## src/rtl/acq_pkg.sv

```systemverilog
// Shared types and widths for the acquisition sequencer.
// The optional beat watchdog is enabled with the ACQ_SEQ_TIMEOUT_EN macro.
package acq_pkg;

    localparam int LEN_W = 32;
    localparam int CNT_W = 16;

    typedef enum logic [2:0] {
        ST_IDLE  = 3'd0,
        ST_FLUSH = 3'd1,
        ST_ARM   = 3'd2,
        ST_RUN   = 3'd3,
        ST_STOP  = 3'd4
    } acq_state_e;

    // Why the current run is being wound down; applied to the sticky flags on STOP exit.
    typedef enum logic [1:0] {
        CAUSE_DONE    = 2'd0,
        CAUSE_ABORT   = 2'd1,
        CAUSE_TIMEOUT = 2'd2
    } stop_cause_e;

endpackage

```

## src/rtl/acq_hold_timer.sv

```systemverilog
// Loadable down-counter timing the FLUSH and STOP hold periods.
// expired is high while the count sits at zero.
module acq_hold_timer #(
    parameter int W = 4
) (
    input  logic         aclk,
    input  logic         aresetn,
    input  logic         load,
    input  logic [W-1:0] load_val,
    output logic         expired
);

    logic [W-1:0] cnt;

    always_ff @(posedge aclk or negedge aresetn) begin
        if (!aresetn) begin
            cnt <= '0;
        end else if (load) begin
            cnt <= load_val;
        end else if (cnt != '0) begin
            cnt <= cnt - W'(1);
        end
    end

    assign expired = (cnt == '0);

endmodule

```

## src/rtl/acq_sequencer.sv

```systemverilog
// Run sequencer for a stream packetizer: flush, arm, run, stop, with sticky status.
// Define ACQ_SEQ_TIMEOUT_EN to build in the beat watchdog.
//
// Stream snoop: a beat is transferred on a cycle where mon_tvalid and mon_tready
// are both high; that beat ends a packet when mon_tlast is also high.
module acq_sequencer
    import acq_pkg::*;
#(
    parameter int FLUSH_CYCLES   = 4,
    parameter int TIMEOUT_CYCLES = 1024
) (
    input  logic             aclk,
    input  logic             aresetn,
    input  logic             cmd_start,
    input  logic             cmd_abort,
    input  logic [LEN_W-1:0] cfg_packet_len,
    input  logic [CNT_W-1:0] cfg_num_packets,
    input  logic             mon_tvalid,
    input  logic             mon_tready,
    input  logic             mon_tlast,
    output logic             pkt_aresetn,
    output logic [LEN_W-1:0] pkt_config_reg,
    output logic             busy,
    output logic             done,
    output logic             aborted,
    output logic             err_cfg,
    output logic             err_timeout,
    output logic             irq,
    output logic [CNT_W-1:0] packets_done,
    output logic [2:0]       dbg_state
);

    localparam int HOLD_W = (FLUSH_CYCLES > 1) ? $clog2(FLUSH_CYCLES) : 1;
    localparam logic [HOLD_W-1:0] HOLD_LOAD = HOLD_W'(FLUSH_CYCLES - 1);

    acq_state_e       state, state_nxt;
    stop_cause_e      cause_q, cause_nxt;
    logic [LEN_W-1:0] len_q;
    logic [CNT_W-1:0] num_q;
    logic [CNT_W-1:0] cnt_inc;
    logic             hold_load, hold_expired;
    logic             pkt_end, last_pkt, timeout_hit, start_ok;

    assign start_ok = cmd_start && (cfg_packet_len != '0);
    assign pkt_end  = (state == ST_RUN) && mon_tvalid && mon_tready && mon_tlast;
    assign cnt_inc  = (packets_done == '1) ? packets_done : packets_done + CNT_W'(1);
    assign last_pkt = pkt_end && (num_q != '0) && (cnt_inc == num_q);

    acq_hold_timer #(.W(HOLD_W)) u_hold (
        .aclk     (aclk),
        .aresetn  (aresetn),
        .load     (hold_load),
        .load_val (HOLD_LOAD),
        .expired  (hold_expired)
    );

    // Abort outranks completion and timeout when they land on the same cycle.
    always_comb begin
        state_nxt = state;
        cause_nxt = cause_q;
        hold_load = 1'b0;
        unique case (state)
            ST_IDLE: begin
                if (start_ok) begin
                    state_nxt = ST_FLUSH;
                    hold_load = 1'b1;
                end
            end
            ST_FLUSH, ST_ARM: begin
                if (cmd_abort) begin
                    state_nxt = ST_STOP;
                    cause_nxt = CAUSE_ABORT;
                    hold_load = 1'b1;
                end else if (state == ST_ARM) begin
                    state_nxt = ST_RUN;
                end else if (hold_expired) begin
                    state_nxt = ST_ARM;
                end
            end
            ST_RUN: begin
                if (cmd_abort || last_pkt || timeout_hit) begin
                    state_nxt = ST_STOP;
                    hold_load = 1'b1;
                    if (cmd_abort)     cause_nxt = CAUSE_ABORT;
                    else if (last_pkt) cause_nxt = CAUSE_DONE;
                    else               cause_nxt = CAUSE_TIMEOUT;
                end
            end
            ST_STOP: begin
                if (hold_expired) state_nxt = ST_IDLE;
            end
            default: state_nxt = ST_IDLE;
        endcase
    end

    always_ff @(posedge aclk or negedge aresetn) begin
        if (!aresetn) begin
            state          <= ST_IDLE;
            cause_q        <= CAUSE_DONE;
            pkt_aresetn    <= 1'b0;
            pkt_config_reg <= '0;
        end else begin
            state          <= state_nxt;
            cause_q        <= cause_nxt;
            pkt_aresetn    <= (state_nxt == ST_ARM) || (state_nxt == ST_RUN);
            pkt_config_reg <= (state_nxt == ST_RUN) ? len_q : '0;
        end
    end

    always_ff @(posedge aclk or negedge aresetn) begin
        if (!aresetn) begin
            len_q        <= '0;
            num_q        <= '0;
            done         <= 1'b0;
            aborted      <= 1'b0;
            err_cfg      <= 1'b0;
            irq          <= 1'b0;
            packets_done <= '0;
        end else begin
            irq <= (state == ST_STOP) && hold_expired;
            if (state == ST_IDLE && cmd_start) begin
                if (cfg_packet_len == '0) begin
                    err_cfg <= 1'b1;
                end else begin
                    len_q        <= cfg_packet_len;
                    num_q        <= cfg_num_packets;
                    done         <= 1'b0;
                    aborted      <= 1'b0;
                    err_cfg      <= 1'b0;
                    packets_done <= '0;
                end
            end
            if (pkt_end) packets_done <= cnt_inc;
            if (state == ST_STOP && hold_expired) begin
                if (cause_q == CAUSE_DONE)  done    <= 1'b1;
                if (cause_q == CAUSE_ABORT) aborted <= 1'b1;
            end
        end
    end

`ifdef ACQ_SEQ_TIMEOUT_EN
    localparam int WD_W = $clog2(TIMEOUT_CYCLES + 1);

    logic [WD_W-1:0] wd_q;
    logic            beat;

    assign beat        = mon_tvalid && mon_tready;
    assign timeout_hit = (state == ST_RUN) && !beat && (wd_q == WD_W'(TIMEOUT_CYCLES - 1));

    // Counts consecutive RUN cycles without a transferred beat.
    always_ff @(posedge aclk or negedge aresetn) begin
        if (!aresetn) begin
            wd_q <= '0;
        end else if (state != ST_RUN || beat) begin
            wd_q <= '0;
        end else begin
            wd_q <= wd_q + WD_W'(1);
        end
    end

    always_ff @(posedge aclk or negedge aresetn) begin
        if (!aresetn) begin
            err_timeout <= 1'b0;
        end else if (state == ST_IDLE && start_ok) begin
            err_timeout <= 1'b0;
        end else if (state == ST_STOP && hold_expired && cause_q == CAUSE_TIMEOUT) begin
            err_timeout <= 1'b1;
        end
    end
`else
    assign timeout_hit = 1'b0;
    assign err_timeout = 1'b0;
`endif

    assign busy      = (state != ST_IDLE);
    assign dbg_state = state;

endmodule

```

## config.mk

```make
export PLATFORM = sky130hd
export DESIGN_NAME = acq_sequencer
export DESIGN_NICKNAME = d
export VERILOG_FILES = /design/src/rtl/acq_pkg.sv /design/src/rtl/acq_hold_timer.sv /design/src/rtl/acq_sequencer.sv
export SDC_FILE = /design/constraint.sdc
export NUM_CORES = 1
export LEC_CHECK = 0
export CAP_MARGIN = 20
export CORE_MARGIN = 4
export CORE_UTILIZATION = 57
export CTS_BUF_LIST = sky130_fd_sc_hd__clkbuf_8
export CTS_CLUSTER_SIZE = 16
export DETAILED_ROUTE_END_ITERATION = 8
export PLACE_DENSITY = 0.89
export REMOVE_ABC_BUFFERS = 1
export SYNTH_ARGS = -nofsm -noshare
export SYNTH_HDL_FRONTEND = slang
export SYNTH_SLANG_ARGS = --single-unit
```

## constraint.sdc

```tcl
create_clock -name aclk -period 6 [get_ports aclk]
set_input_delay 0.6 -clock aclk [delete_from_list [all_inputs] [get_ports aclk]]
set_output_delay 0.6 -clock aclk [all_outputs]
set_load 0.02 [all_outputs]
```

== Word level (Yosys, flattened, before mapping) ==
Cells that the tools add are included.

* Add/subtract/negate cells: 2
* Eq/ne operators: 12
* Muxes and demuxes: 32
* Bitwise logic cells: 1
* Reductions and logical operators: 25

{| class="wikitable"
|+ Operators with widths
! cell !! count
|-
| 2-to-1 mux 16 bit || 4
|-
| logical NOT 32 bit || 1
|-
| 2-to-1 mux 32 bit || 1
|-
| nonzero test 32 bit || 1
|-
| 2-to-1 mux 3 bit || 6
|-
| adder 16 x 1 -> 16 bit (second input constant) || 1
|-
| == test 16 bit || 1
|-
| == test 16 bit (second input constant) || 1
|-
| nonzero test 16 bit || 1
|-
| == test 3 x 2 -> 1 bit (second input constant) || 4
|-
| 2-to-1 mux 1 bit || 12
|-
| 2-to-1 mux 2 bit || 6
|-
| one-hot mux 3 bit (4 select lines) || 1
|-
| logical AND 1 bit || 8
|-
| nonzero test 2 bit || 4
|-
| logical NOT 2 bit || 2
|-
| inequality test 2 bit (second input constant) || 2
|-
| one-hot mux 2 bit (2 select lines) || 1
|-
| AND reduction 2 bit || 2
|-
| == test 3 x 1 -> 1 bit (second input constant) || 1
|-
| == test 3 bit (second input constant) || 1
|-
| logical NOT 3 bit || 1
|-
| one-hot mux 1 bit (3 select lines) || 1
|-
| AND reduction 3 bit || 1
|-
| other kinds (7) || 8
|}

* Flip-flop bits (word level): 108
* Input bits: 55
* Word-level logic and storage cells: 84

== Logic depth before layout (Yosys ltp) ==
Gate-level depths: netlist of the first run.

* Depth after elaboration: 11
* Depth in mapped cells: 11
* Mapped depth without buffers: 8

== Cells and area by module ==
A second synthesis of the first run with hierarchy kept.

* Cells, all modules: 518
* Area, all modules: 5,207.5 sq um

{| class="wikitable"
|+ By module, submodules not included
! module !! times used !! cells each !! area each (sq um) !! sequential area each (sq um)
|-
| acq_sequencer || 1 || 506 || 5,093.6 || 2,652.5
|-
| acq_hold_timer || 1 || 12 || 113.9 || 50.0
|}

== Worst setup path before layout of the first run ==
No wires, ideal clock.

* Path type: register to register
* Start point: reg packets_done[0]
* End point: reg pkt_config_reg[10]
* Library setup time: 0.118 ns
* Data arrival time: 3.169 ns
* Data required time: 5.882 ns
* Path slack: 2.713 ns
* Stages on the path, launching flop included: 11
* Path buffers: 2
* Period minus slack after synthesis: 3.287 ns
* Cells stage by stage: dfrtp_1 -> ha_1 -> buf_2 -> nand4_4 -> nor4_4 -> mux2i_1 -> a22o_1 -> or4_4 -> nor4_4 -> buf_6 -> nor2_2

* Word-level cells in the longest chain between the ends: 9

{| class="wikitable"
|+ Ends and longest elaborated chain
! element !! RTL line !! RTL
|-
| from (decl) || acq_sequencer.sv:29 || <nowiki>output logic [CNT_W-1:0] packets_done,</nowiki>
|-
| from (signal assigned) || acq_sequencer.sv:133 || <nowiki>if (pkt_end) packets_done <= cnt_inc;</nowiki>
|-
| adder 16 x 1 -> 16 bit / == test 16 bit (equally long branches) || acq_sequencer.sv:46 || <nowiki>assign cnt_inc = (packets_done == '1) ? packets_done : packets_done + CNT_W'(1);</nowiki>
|-
| 2-to-1 mux 16 bit (*) || acq_sequencer.sv:46 ||
|-
| == test 16 bit (*) || acq_sequencer.sv:47 || <nowiki>assign last_pkt = pkt_end && (num_q != '0) && (cnt_inc == num_q);</nowiki>
|-
| logical AND 1 bit (*) || acq_sequencer.sv:47 ||
|-
| logical OR 1 bit (*) || acq_sequencer.sv:81 || <nowiki>if (cmd_abort || last_pkt || timeout_hit) begin</nowiki>
|-
| 2-to-1 mux 3 bit (*) || acq_sequencer.sv:81 ||
|-
| one-hot mux 3 bit (4 select lines) (*) || acq_sequencer.sv:62 || <nowiki>unique case (state)</nowiki>
|-
| == test 3 x 2 -> 1 bit (*) || acq_sequencer.sv:106 || <nowiki>pkt_config_reg <= (state_nxt == ST_RUN) ? len_q : '0;</nowiki>
|-
| 2-to-1 mux 32 bit (*) || acq_sequencer.sv:106 ||
|-
| to (signal assigned) || acq_sequencer.sv:106 ||
|-
| to (decl) || acq_sequencer.sv:22 || <nowiki>output logic [LEN_W-1:0] pkt_config_reg,</nowiki>
|}

Every way passes the cells marked *; elsewhere a longest branch is shown, timed or not.
A chain may end at the register's enable or synchronous reset.

== Worst setup path in the final report of the first run ==
* Start point: reg packets_done[0]
* End point: reg pkt_config_reg[20]

Same word-level chain as after synthesis.

==> impl_metrics.ini, run 1 <==
[sta]
timing.final.crit_share_pct = 61.5
worst-slew-pin-transition_ps = 984
maxSlewViolCount = 0
timing.final.crit_period_ps = 3690
final.setup.tns_ps = 0
grt_setup_unrepaired = false
final-setup-viol-count = 0
clock_skew_ps = 17.4
timing.max_slew.rel_slack_pct = 33.8
setup_slack_ps = 2310
final_hold_vios = 0
max_clock_freq_mhz = 271

[setup_path]
timing.critical_path.from_type = flip-flop
timing.critical_path.arrival_ps = 3930
timing.critical_path.required_ps = 6240
reg2regPathDepth = 9
r2r_slack_ps = 2310
crit_fanout = 35
critical_path.endpoint_type = flip-flop
reg2reg_launch_point = packets_done[0]$_DFFE_PN0P_
criticalPathCategory = flip-flop to flip-flop
regToRegEndpoint = pkt_config_reg[20]$_DFF_PN0_

[finish]
n_fill_cell = 630
postLayoutCellArea_sq_um = 6460
insertedDiodeCount = 0
finish.net_count = 664
layout_stage_area_growth_over_the_synthesis_result_pct = 24.9
post_layout_nonfiller_instances = 720
post_route_cells_drive_above_1_share_pct = 11.8
final_util_pct = 73.7

[clock_network]
cts.htree.levels = 3
cts.repair.resized = 0
path_clk_slew_ps = 110
clock_insertion_delay_worst_skew_ps = 370
clockBufferDepth = 2
cts_tree = built
postCtsSetupBuffers = 0
clock-sinks = 108
clock-root-buffer = sky130_fd_sc_hd__clkbuf_8
cts_buffers = 9
cts_hold_repair.buffers = 0

[route]
post-route-drc-count = 0
routed_via_density = 6.10
route.vias.total = 4389
drtIter0Drc = 330
wire_per_inst_um = 18.7
route.antenna.remaining_nets = 0
routed_wirelength_um = 13400
detail_route.first_pass.iterations = 5

[synth]
postSynth.asyncResetShare_pct = 100
synth_top_area_share_pct = 52.2
synth.avg_cell_area_sq_um = 10.1
post_synth_inst_count = 513
netlist.top_cell.by_area = sky130_fd_sc_hd__dfrtp_1
yosys.cell_types.count = 54
synth.top_cells.by_area = sky130_fd_sc_hd__dfrtp_1, sky130_fd_sc_hd__mux2_2, sky130_fd_sc_hd__nand2_1, sky130_fd_sc_hd__nand3_1, sky130_fd_sc_hd__nor2_1
synth_most_common_cell = sky130_fd_sc_hd__dfrtp_1
sequential_to_total_area_share_from_yosys_stat_pct = 52.2
synth_enable_flop_cells = 0
netlist_area_sq_um = 5170
main_synth_ff_type = sky130_fd_sc_hd__dfrtp_1
synth.cells.most_frequent = sky130_fd_sc_hd__dfrtp_1, sky130_fd_sc_hd__nand2_1, sky130_fd_sc_hd__nor2_1
number_of_warnings_printed_during_yosys_synthesis = 0
postSynthRegisterBits = 108

[placement]
place.detailed.hpwl_um = 9830
placement.io_buffers = 111
numPlacedInstances = 704
place_ws_ps = 2370
gp_routability_congestion = 0.979
placement.cell_area_sq_um = 6280

[power_and_ir_drop]
power.static_leakage_nw = 2.77
vdd.ir_drop.worst_mv = 0.208
power_density_nw_per_um2 = 337

[floorplanning]
std_cell_rows = 34
die_y_um = 103
floorplan.die_area_sq_um = 10700
boundaryPins = 113
chipWidth_um = 103
initial_core_util_pct = 59.0
core-area_sq_um = 8760

[grt]
grt.overflow.total = 0
global_route.usage.total_pct = 26.6
first_global_vias = 4220
grt_first_pass_wirelength_um = 21900
grt_antenna_before_repair = 0
pin_count_of_the_biggest_net_entering_global_routing = 58

[worst_hold_path]
hold_class = input port to asynchronous set/reset pin

[job]
max_cap_viol_count = 0

[outcome]
outcome = completed
[cell families (layout without fill, tap and decap cells)]
| kind of cell | after synthesis | after routing | share of synthesized area (%) |
|---|---|---|---|
| buffers and inverters | 43 | 142 | 4.21 |
| and+or+nand+nor | 231 | 231 | 23.2 |
| muxes | 38 | 38 | 8.15 |
| xor gates and xnor gates | 15 | 15 | 2.54 |
| other | 1 | 1 | 0.0725 |
| DFF | 108 | 108 | 52.2 |
| adders and majority gates | 2 | 2 | 0.484 |
| AOI/OAI and AO/OA | 75 | 75 | 9.07 |
[layer usage]
metal	up-vias	global-route usage [%]	share of wire, %
li1	2016	-	-
met4	0	9.46	2.7
met2	194	43.0	49
met1	2149	35.9	40
met3	30	5.57	8.2
met5	-	0	0
[how the worst max path moves through the flow]
stage | from | end | slack (ps) | depth (start not counted)
floorplan | cfg_packet_len[24] | packets_done[2]$_DFFE_PN0P_ | 980 | 7
global placement | packets_done[0]$_DFFE_PN0P_ | cause_q[1]$_DFFE_PN0P_ | 2540 | 9
detailed placement | packets_done[0]$_DFFE_PN0P_ | pkt_config_reg[26]$_DFF_PN0_ | 2370 | 9
CTS | packets_done[0]$_DFFE_PN0P_ | pkt_config_reg[20]$_DFF_PN0_ | 2350 | 9
global route | packets_done[0]$_DFFE_PN0P_ | pkt_config_reg[25]$_DFF_PN0_ | 2060 | 9
finish | packets_done[0]$_DFFE_PN0P_ | pkt_config_reg[20]$_DFF_PN0_ | 2310 | 9
[area by class of cell]
cell class                      instances  area [sq um]  area share [%]
Tap cell                              108           135            2.09
Multi-Input combinational cell        362          2260            34.9
Sequential cell                       108          2700            41.8
Timing Repair Buffer                  116          1150            17.7
Clock inverter                          7          61.3           0.949
Clock buffer                            9           124            1.92
Inverter                               10          37.5           0.581
[layout by cell type (no fill, tap or decap), types with 4 or more instances in the layout]
cell type | netlist | routed
sky130_fd_sc_hd__nand4_1 | 10 | 10
sky130_fd_sc_hd__clkdlybuf4s50_1 | 0 | 110
sky130_fd_sc_hd__nor4_1 | 16 | 16
sky130_fd_sc_hd__and4_1 | 5 | 5
sky130_fd_sc_hd__buf_4 | 3 | 6
sky130_fd_sc_hd__nor2_2 | 10 | 11
sky130_fd_sc_hd__clkbuf_8 | 0 | 9
sky130_fd_sc_hd__o31ai_1 | 5 | 5
sky130_fd_sc_hd__inv_1 | 10 | 11
sky130_fd_sc_hd__nand3_1 | 41 | 41
sky130_fd_sc_hd__a311oi_1 | 6 | 6
sky130_fd_sc_hd__or3_1 | 4 | 4
sky130_fd_sc_hd__a21oi_1 | 17 | 17
sky130_fd_sc_hd__mux2_2 | 33 | 33
sky130_fd_sc_hd__xnor2_1 | 13 | 13
sky130_fd_sc_hd__o21ai_0 | 27 | 27
sky130_fd_sc_hd__nor3_1 | 8 | 8
sky130_fd_sc_hd__nor2_1 | 42 | 41
sky130_fd_sc_hd__mux2i_1 | 5 | 5
sky130_fd_sc_hd__dfrtp_1 | 108 | 108
sky130_fd_sc_hd__nand2_1 | 67 | 67
sky130_fd_sc_hd__and3_1 | 5 | 5
[report_power, final]
group          leakage, nW  total [mW]  internal, mW  switching [mW]
registers             1.40        1.07         0.919           0.156
clock network       0.0961       0.425         0.159           0.266
logic                 1.28       0.675         0.325           0.350
[metrics by stage]
stage	hold slack, ps	power (mW)
finish	229	2.17
global route	279	2.31
CTS	258	2.18
detailed placement	492	1.76
global placement	464	1.72
floorplan	304	1.50
[worst max-delay path, cell delays in order (launching register included)]
cell	delay [ps]
sky130_fd_sc_hd__dfrtp_1	500
sky130_fd_sc_hd__ha_1	400
sky130_fd_sc_hd__nand4_4	210
sky130_fd_sc_hd__nor4_4	680
sky130_fd_sc_hd__mux2i_1	210
sky130_fd_sc_hd__a22o_1	260
sky130_fd_sc_hd__or4_4	540
sky130_fd_sc_hd__nor4_4	220
sky130_fd_sc_hd__buf_4	410
sky130_fd_sc_hd__nor2_1	110
(Power assumes the default switching activity.)
==> run 2, diff against run 1 <==
--- a/config.mk
+++ b/config.mk
@@ -7,11 +7,11 @@
 export LEC_CHECK = 0
 export CAP_MARGIN = 20
 export CORE_MARGIN = 4
-export CORE_UTILIZATION = 57
+export CORE_UTILIZATION = 47
 export CTS_BUF_LIST = sky130_fd_sc_hd__clkbuf_8
 export CTS_CLUSTER_SIZE = 16
 export DETAILED_ROUTE_END_ITERATION = 8
-export PLACE_DENSITY = 0.89
+export PLACE_DENSITY = 0.79
 export REMOVE_ABC_BUFFERS = 1
 export SYNTH_ARGS = -nofsm -noshare
 export SYNTH_HDL_FRONTEND = slang
==> constraint.sdc (replaced) <==
create_clock -name aclk -period 3.3 [get_ports aclk]
set_input_delay 0.33 -clock aclk [delete_from_list [all_inputs] [get_ports aclk]]
set_output_delay 0.33 -clock aclk [all_outputs]
set_load 0.02 [all_outputs]
==> impl_metrics.ini, run 2 (synthesis results as in run 1) <==
[outcome]
outcome = completed

[finish]
layout_stage_area_growth_over_the_synthesis_result_pct = 29.5
post_route_cells_drive_above_1_share_pct = 14.5
post_layout_nonfiller_instances = 769
insertedDiodeCount = 0
layout.cells.most_common_list = sky130_fd_sc_hd__clkdlybuf4s50_1, sky130_fd_sc_hd__dfrtp_1, sky130_fd_sc_hd__nand2_1
finish.net_count = 681
mostFrequentLayoutCell = sky130_fd_sc_hd__clkdlybuf4s50_1

[floorplanning]
initial_core_util_pct = 47.9
chipWidth_um = 113
core-area_sq_um = 10800
std_cell_rows = 38
boundaryPins = 113
die_y_um = 113
floorplan.die_area_sq_um = 12800

[grt]
grt.overflow.total = 0
global_route.usage.total_pct = 22.5
pin_count_of_the_biggest_net_entering_global_routing = 67
grt_first_pass_wirelength_um = 23000
first_global_vias = 4613
grt_antenna_before_repair = 0

[route]
routed_via_density = 5.73
wire_per_inst_um = 17.9
detail_route.first_pass.iterations = 5
post-route-drc-count = 0
drtIter0Drc = 238
route.vias.total = 4410
routed_wirelength_um = 13700
route.antenna.remaining_nets = 0

[power_and_ir_drop]
power.static_leakage_nw = 2.88
power_density_nw_per_um2 = 607
netSwitchingFraction_pct = 34.5
vdd.ir_drop.worst_mv = 0.425
internal_power_mw = 2.66
power.share.clock_pct = 20.7
power_frac_seq_pct = 48.0
switchingPower_mw = 1.40
share_comb_of_total_power_pct = 31.2

[setup_path]
timing.critical_path.required_ps = 3560
cpMostUsedCell = sky130_fd_sc_hd__nor4_4
timing.critical_path.from_type = flip-flop
timing.critical_path.arrival_ps = 3300
cp_slowest_stage_delay_ps = 530
criticalPathCategory = flip-flop to flip-flop
critical_path.cell_chain = ha_1 -> nand4_4 -> nor4_4 -> buf_4 -> or3_1 -> nand4_1 -> or4_4 -> nor4_4 -> buf_12 -> nor2_1
cpMaxStageDelayCell = sky130_fd_sc_hd__or4_4
crit_fanout = 35
critical_path.endpoint_type = flip-flop

[clock_network]
cts_tree = built
cts.htree.levels = 3
clock-sinks = 108
clock-root-buffer = sky130_fd_sc_hd__clkbuf_8
postCtsSetupBuffers = 0
clockBufferDepth = 2
cts_buffers = 9
clock_insertion_delay_worst_skew_ps = 370
path_clk_slew_ps = 110

[job]
max_cap_viol_count = 0

[sta]
clock_skew_ps = 7.71
hold-worst-slack_ps = 50.2
max_clock_freq_mhz = 329
timing.max_slew.rel_slack_pct = 43.8
timing.final.crit_share_pct = 92.0
final.setup.tns_ps = 0
final_hold_vios = 0
final-setup-viol-count = 0
maxSlewViolCount = 0
worst-slew-pin-transition_ps = 843
grt_setup_unrepaired = false
timing.final.crit_period_ps = 3040

[worst_hold_path]
hold_class = input port to asynchronous set/reset pin

[placement]
gp_routability_congestion = 1.03
place.detailed.hpwl_um = 9930
placement.io_buffers = 111
numPlacedInstances = 753
run 2: cell count changes in the layout (fill, tap and decap cells not counted), moves of 2 or more:
cell / delta
sky130_fd_sc_hd__buf_4: +14
sky130_fd_sc_hd__inv_6: -2
sky130_fd_sc_hd__clkinv_4: +2
sky130_fd_sc_hd__buf_12: +3
run 2: metal layers:
layer	vias up	track usage (%)	routed length (um)
li1	2044	-	-
met4	0	8.81	297
met3	21	6.15	1210
met5	-	0	0
met2	165	35.5	6560
met1	2180	29.6	5660
run 2: worst max-delay path, delay by kind of cell (launching register included):
| kind | cells | cell delay (ps) |
|---|---|---|
| simple gates | 7 | 1730 |
| buf+inv | 2 | 480 |
| flops | 1 | 370 |
| fa+ha+maj | 1 | 350 |
run 2: stage by stage:
stage	util [%]	cell area [sq um]	total power, mW	setup WS [ps]
3_3_place_gp	60.1	6480	3.19	340
3_5_place_dp	60.1	6480	3.25	241
5_1_grt	62.1	6700	4.35	59.1
6_report	62.1	6700	4.07	265
4_1_cts	62.0	6690	4.10	217
2_1_floorplan	-	4990	2.73	-1450
run 2: path summary, 6_finish.rpt:
kind,from,end,slack [ps],cells after the start
max,packets_done[1]$_DFFE_PN0P_,pkt_config_reg[0]$_DFF_PN0_,260,10
min,aresetn,packets_done[3]$_DFFE_PN0P_,50,1
max reg2reg,packets_done[1]$_DFFE_PN0P_,pkt_config_reg[0]$_DFF_PN0_,260,10
min reg2reg,cause_q[1]$_DFFE_PN0P_,done$_DFF_PN0_,490,1
max in group asynchronous,aresetn,pkt_config_reg[22]$_DFF_PN0_,2520,2
min in group aclk,cfg_num_packets[6],num_q[6]$_DFFE_PN0P_,480,3
run 2: power by group through the flow:
stage               combinational, mW  clock [mW]  sequential (mW)
CTS                              1.28       0.865             1.95
global route                     1.42       0.930             2.00
global placement                 1.23           0             1.96
finish                           1.27       0.843             1.95
detailed placement               1.28           0             1.98
floorplan                       0.795           0             1.94
run 2: area by class of cell:
class | count | area (sq um)
fillers | 916 | 4100
flip-flops and latches | 108 | 2700
multi-input cells | 362 | 2260
repair buffers | 133 | 1310
well taps | 140 | 175
clock buffers | 9 | 124
clock inverters | 7 | 87.6
inverters | 10 | 37.5
run 2: timing repair:
action,4_1_cts,5_1_grt
resized for setup,0,1
setup endpoints to repair,0,26
hold buffers,0,0
